===== config.mk =====
export PLATFORM = sky130hd
export DESIGN_NAME = spidergon_vc_allocator
export DESIGN_NICKNAME = d
export VERILOG_FILES = /design/src/rtl/spidergon_pkg.sv /design/src/rtl/rr_arbiter.sv /design/src/rtl/spidergon_vc_allocator.sv
export SDC_FILE = /design/constraint.sdc
export NUM_CORES = 1
export LEC_CHECK = 0
export BUFFER_PORTS_ARGS = -buffer_cell sky130_fd_sc_hd__buf_2
export CAP_MARGIN = 40
export CORE_MARGIN = 2
export CORE_UTILIZATION = 45
export CTS_BUF_LIST = sky130_fd_sc_hd__clkbuf_16
export CTS_CLUSTER_SIZE = 30
export DETAILED_ROUTE_END_ITERATION = 12
export PLACE_DENSITY_LB_ADDON = 0.2
export SYNTH_ARGS = -nofsm -noshare
export SYNTH_HDL_FRONTEND = slang
export SYNTH_SLANG_ARGS = --single-unit
export TNS_END_PERCENT = 10

===== constraint.sdc =====
create_clock -name clk -period 4.55 [get_ports clk]
set_input_delay 0.91 -clock clk [delete_from_list [all_inputs] [get_ports clk]]
set_output_delay 0.91 -clock clk [all_outputs]
set_load 0.03 [all_outputs]

===== src/rtl/spidergon_pkg.sv =====
// Shared spidergon definitions: flit type codes, node port indices, width helper.
package spidergon_pkg;

   localparam logic [1:0] HEAD_FLIT = 2'b01;
   localparam logic [1:0] HEADER    = 2'b11;
   localparam logic [1:0] BODY_FLIT = 2'b10;
   localparam logic [1:0] TAIL_FLIT = 2'b00;

   localparam int PORT_CW     = 0;
   localparam int PORT_ACW    = 1;
   localparam int PORT_ACROSS = 2;
   localparam int PORT_LOCAL  = 3;

   localparam int HEAD_TAIL = 2;

   // Index width that never collapses to zero bits.
   function automatic int clog2_min1(input int n);
      return (n > 1) ? $clog2(n) : 1;
   endfunction

endpackage


===== src/rtl/rr_arbiter.sv =====
// N-way round-robin arbiter: combinational one-hot pick starting at the pointer,
// pointer registered and moved past the winner only when i_advance is set.
module rr_arbiter
   import spidergon_pkg::*;
#(
   parameter  int N  = 8,
   localparam int IW = clog2_min1(N)
) (
   input  logic          clk,
   input  logic          reset,
   input  logic [N-1:0]  i_req,
   input  logic          i_advance,
   output logic [N-1:0]  o_gnt,
   output logic [IW-1:0] o_idx,
   output logic          o_any
);

   logic [IW-1:0] r_ptr;
   logic [IW-1:0] w_cand;

   // Scan downward so the candidate closest to the pointer is the last one kept.
   always_comb begin
      o_any  = 1'b0;
      o_idx  = '0;
      o_gnt  = '0;
      w_cand = '0;
      for (int k = N - 1; k >= 0; k--) begin
         w_cand = IW'((int'(r_ptr) + k) % N);
         if (i_req[w_cand]) begin
            o_any = 1'b1;
            o_idx = w_cand;
         end
      end
      if (o_any) o_gnt[o_idx] = 1'b1;
   end

   always_ff @(posedge clk) begin
      if (reset) begin
         r_ptr <= '0;
      end else if (i_advance && o_any) begin
         r_ptr <= (o_idx == IW'(N - 1)) ? '0 : o_idx + 1'b1;
      end
   end

endmodule


===== src/rtl/spidergon_vc_allocator.sv =====
// Output-VC allocator for one router output port; one registered grant per cycle.
// VC_ALLOC_RELEASE_BYPASS_EN lets a VC released this cycle be re-granted in the same decision.
module spidergon_vc_allocator
   import spidergon_pkg::*;
#(
   parameter  int NUM_OF_INPUT_PORTS      = 4,
   parameter  int NUM_OF_VIRTUAL_CHANNELS = 2,
   localparam int NUM_REQ = NUM_OF_INPUT_PORTS * NUM_OF_VIRTUAL_CHANNELS,
   localparam int VC_W    = clog2_min1(NUM_OF_VIRTUAL_CHANNELS),
   localparam int OWN_W   = clog2_min1(NUM_REQ)
) (
   input  logic                                       clk,
   input  logic                                       reset,
   input  logic [NUM_REQ-1:0]                         req,
   output logic                                       gnt_valid,
   output logic [NUM_REQ-1:0]                         gnt,
   output logic [VC_W-1:0]                            gnt_vc,
   input  logic                                       release_valid,
   input  logic [VC_W-1:0]                            release_vc,
   output logic [NUM_OF_VIRTUAL_CHANNELS-1:0]         vc_busy,
   output logic [NUM_OF_VIRTUAL_CHANNELS*OWN_W-1:0]   vc_owner,
   output logic                                       release_err
);

   localparam int              NVC   = NUM_OF_VIRTUAL_CHANNELS;
   localparam logic [VC_W:0]   NVC_L = (VC_W + 1)'(NVC);

   logic [NVC-1:0]     r_vc_busy;
   logic [OWN_W-1:0]   r_vc_owner [NVC];
   logic               r_gnt_valid;
   logic [NUM_REQ-1:0] r_gnt;
   logic [VC_W-1:0]    r_gnt_vc;
   logic               r_release_err;

   logic               w_rel_in_range;
   logic               w_rel_hit;
   logic [NVC-1:0]     w_busy_view;
   logic [NUM_REQ-1:0] w_owned;
   logic [NUM_REQ-1:0] w_eligible;
   logic [NUM_REQ-1:0] w_arb_gnt;
   logic [OWN_W-1:0]   w_winner;
   logic               w_arb_any;
   logic               w_free_any;
   logic [VC_W-1:0]    w_free_vc;
   logic               w_grant;

   // A release only counts when it names an existing VC that is actually reserved.
   assign w_rel_in_range = {1'b0, release_vc} < NVC_L;
   assign w_rel_hit      = release_valid && w_rel_in_range && r_vc_busy[release_vc];

   always_comb begin
      w_busy_view = r_vc_busy;
`ifdef VC_ALLOC_RELEASE_BYPASS_EN
      if (w_rel_hit) w_busy_view[release_vc] = 1'b0;
`endif
   end

   // Requesters that already own a VC are masked so each (port, vc) has one packet in flight.
   always_comb begin
      w_owned = '0;
      for (int v = 0; v < NVC; v++) begin
         if (w_busy_view[v]) w_owned[r_vc_owner[v]] = 1'b1;
      end
   end

   assign w_eligible = req & ~w_owned;

   always_comb begin
      w_free_any = 1'b0;
      w_free_vc  = '0;
      for (int v = NVC - 1; v >= 0; v--) begin
         if (!w_busy_view[v]) begin
            w_free_any = 1'b1;
            w_free_vc  = VC_W'(v);
         end
      end
   end

   assign w_grant = w_arb_any && w_free_any;

   rr_arbiter #(.N(NUM_REQ)) u_arb (
      .clk       (clk),
      .reset     (reset),
      .i_req     (w_eligible),
      .i_advance (w_grant),
      .o_gnt     (w_arb_gnt),
      .o_idx     (w_winner),
      .o_any     (w_arb_any)
   );

   // Release is applied before the grant so a bypassed VC can be reclaimed on the same edge.
   always_ff @(posedge clk) begin
      if (reset) begin
         r_vc_busy     <= '0;
         r_gnt_valid   <= 1'b0;
         r_gnt         <= '0;
         r_gnt_vc      <= '0;
         r_release_err <= 1'b0;
         for (int v = 0; v < NVC; v++) r_vc_owner[v] <= '0;
      end else begin
         r_gnt_valid <= w_grant;
         r_gnt       <= w_grant ? w_arb_gnt : '0;
         r_gnt_vc    <= w_grant ? w_free_vc : '0;
         if (release_valid && !w_rel_hit) r_release_err <= 1'b1;
         if (w_rel_hit) r_vc_busy[release_vc] <= 1'b0;
         if (w_grant) begin
            r_vc_busy[w_free_vc]  <= 1'b1;
            r_vc_owner[w_free_vc] <= w_winner;
         end
      end
   end

   assign gnt_valid   = r_gnt_valid;
   assign gnt         = r_gnt;
   assign gnt_vc      = r_gnt_vc;
   assign vc_busy     = r_vc_busy;
   assign release_err = r_release_err;

   for (genvar g = 0; g < NVC; g++) begin : g_owner
      assign vc_owner[g*OWN_W +: OWN_W] = r_vc_owner[g];
   end

endmodule


==> summary.txt <==
Run status
  – Outcome: complete, no violations

Yosys
  – Top-count cell post-synth: nand4_1
  – Top cells by area, synth: dfxtp_1, edfxtp_1, mux4_2
  – Post-synth top area share: 13.4%
  – Netlist cell types: 65
  – Post-synth EDFFs: 6
  – Ys async rst share: 0%
  – Syn Nets: 283
  – Synthesized cell area: 0.00239 sq mm
  – Avg Synthesized Cell Area: 8.96 sq um
  – Post-synth top cells: nand4_1, nor2_1, nand2_1
  – Main synth FF type: dfxtp_1
  – Yosys reg bits: 22
  – Sequential area share after synthesis: 20.9%
  – Post-synth top area cell: dfxtp_1
  – Mapped Cells: 267
  – Yosys warns: 0

Clock network
  – Clock tree from TritonCTS: done
  – Num CTS Buffers: 3
  – # hold bufs at CTS: 0
  – Post-CTS sizing: 0
  – Clock Latency Late Sink: 0.25 ns
  – Root buf cell: clkbuf_16
  – Worst-path clk slew: 0.06 ns
  – Setup Buffers After CTS: 0
  – Max H-tree Level: 1
  – Max Root-Sink Buffers: 2
  – CTS sink count: 22

Routing
  – First-iteration detailed-routing DRC count: 157
  – Post-route DRC violation count: 0
  – DR pass1 iterations: 4
  – Avg WL per Cell: 18.6 um
  – Post-Route WL: 6730 um
  – Routed vias/inst: 6.68
  – Antenna Nets Post-Route: 0
  – Via Count: 2418

GRT
  – Global-route wire length before repair: 11100 um
  – Largest net degree at the start of global routing: 20
  – Vias in the first global route: 2262
  – Routing usage on met3: 1.65%
  – M2 GR Usage: 38.8%
  – Grt total ovfl: 0
  – Global routing met1 resource utilization: 30.4%
  – Gr usage total: 22.9%
  – Busiest grt layer: met2
  – Antenna violations before repair: 0

Floorplanning
  – Die Width: 76.9 um
  – Initial core utilization: 46.9%
  – Die height: 76.9 um
  – Placeable Area: 0.00511 sq mm
  – I/O pins: 31
  – Die area: 0.00592 sq mm
  – # rows: 26

Pwr
  – Clk pwr share: 8.7%
  – Pint: 1.03 mW
  – Gate power share: 74.3%
  – Power Total: 2.08 mW
  – Register share of total power: 17.0%
  – Peak supply drop: 0.643 mV
  – Pwr dens: 778 mW/mm^2
  – P_sw: 1.05 mW
  – LEAKAGE: 1.07 nW
  – Switch share: 50.6%

Critical path
  – Crit path to: u_arb.r_ptr[0]
  – Type of the worst setup path: reg -> reg
  – CP Max Fanout: 10
  – Worst R2R Path Depth: 12
  – Worst setup SP type: register
  – Critical Path End Type: register
  – Reg2reg end: u_arb.r_ptr[0]
  – CP startpoint: u_arb.r_ptr[0]
  – WP data required: 4.71 ns
  – Worst Path Arrival: 3.99 ns
  – Setup slack, reg-to-reg: 0.72 ns
  – Reg2reg start: u_arb.r_ptr[0]

Worst hold path
  – Hold Crit Class: reg -> reg

Placed design
  – Number of buffers added on ports: 30
  – HPWL after DPL: 5110 um
  – Placed insts: 358
  – Place WS: 0.864 ns
  – Gp weighted congestion: 0.989

Finish
  – Fraction of layout instances using a drive strength above 1: 26.0%
  – Final Non-Filler Cells: 362
  – # diodes: 0
  – Nets: 309
  – Area delta synth->final: 11.8%

Timing
  – Unrepaired setup endpoints after global routing: no
  – Final setup margin: 0.720 ns
  – Max Clk Rate: 261 MHz
  – Slew @ Worst Pin: 0.906 ns
  – Max-slew violations: 0
  – Hold Vio Cnt, Final: 0
  – Endpoints failing setup: 0
  – Hold WS: 0.471 ns
  – Period utilisation layout: 84.2%
  – Rel. slew slack: 39.2%
  – Post-layout min period: 3.83 ns
  – Fin Clk Skew: 0.00390 ns
  – Setup TNS: 0 ns

Job
  – Max Cap Viol: 0
[power by group through the flow]
stage          Clock, mW  Sequential (mW)  Combinational (mW)
2_1_floorplan          0            0.401                1.14
3_3_place_gp           0            0.352                1.51
3_5_place_dp           0            0.354                1.51
4_1_cts            0.184            0.350                1.53
5_1_grt            0.191            0.364                1.68
6_report           0.180            0.355                1.55
[registers in the layout (all words and copies together), names as in the netlist]
name / count
gnt: 8
r_vc_owner: 6
u_arb.r_ptr: 3
vc_busy: 2
gnt_valid: 1
gnt_vc: 1
release_err: 1
[cell usage in the layout, fill, tap and decap left out, drive strengths merged, types with 3 or more instances in the layout]
cell type,instances
o31ai,3
nor3,9
ha,4
dfxtp,16
and4b,3
inv,7
nand2,18
and3,4
buf,38
o211ai,3
nand4bb,6
mux4,8
clkbuf,3
a211o,3
a211oi,5
nand4,24
o22a,5
o22ai,5
o2111ai,3
a21o,4
and2,6
nand4b,11
a2111oi,3
nand3,10
o21ai,5
mux2i,9
nor2b,3
edfxtp,6
a221oi,3
a21oi,12
nor2,18
nor4b,3
[through the flow]
stage	utilization, %	cell area (sq um)
2_1_floorplan	-	2390
3_3_place_gp	50.9	2600
3_5_place_dp	50.9	2600
4_1_cts	52.4	2680
5_1_grt	52.4	2680
6_report	52.4	2680
[final cells by class]
| type | instances | area (sq um) |
|---|---|---|
| fill | 488 | 2430 |
| multi-input combinational | 220 | 1770 |
| sequential | 22 | 500 |
| timing repair buffer | 38 | 210 |
| tap | 70 | 87.6 |
| clock buffer | 3 | 75.1 |
| inverter | 8 | 30.0 |
| clock inverter | 1 | 3.75 |
[metal layers]
metal | vias to the layer above | share of wire (%)
li1 | 1140 | -
met1 | 1156 | 46
met2 | 102 | 46
met3 | 20 | 5.3
met4 | 0 | 2.4
met5 | - | 0
[kinds of logic (layout without fill, tap and decap cells)]
group	count (synthesis)	in the layout	synth area share [%]
AOI/OAI and AO/OA	67	67	22.3
xor gates and xnor gates	4	4	1.46
adders and majority gates	4	4	2.09
buffers and inverters	25	50	5.18
DFF	22	22	20.9
muxes	18	18	11.8
and+or+nand+nor	127	127	36.3
[critical path, stage by stage (launching register included)]
cell	delay (ns)
dfxtp_1	0.37
buf_4	0.20
ha_1	0.30
xnor2_1	0.75
mux2i_1	0.32
o22ai_1	0.16
o211a_1	0.25
o31ai_1	0.22
a22o_2	0.24
clkinv_1	0.17
ha_1	0.23
ha_1	0.20
o41ai_2	0.32
[worst min path at each step]
stage	start	end	cells after the start
final	release_err	release_err	2
after global routing	release_err	release_err	2
after CTS	release_err	release_err	2
after detailed placement	release_err	release_err	2
after global placement	release_err	release_err	2
after floorplan	release_err	release_err	2
Note: power is estimated with default switching activity, not from simulation.
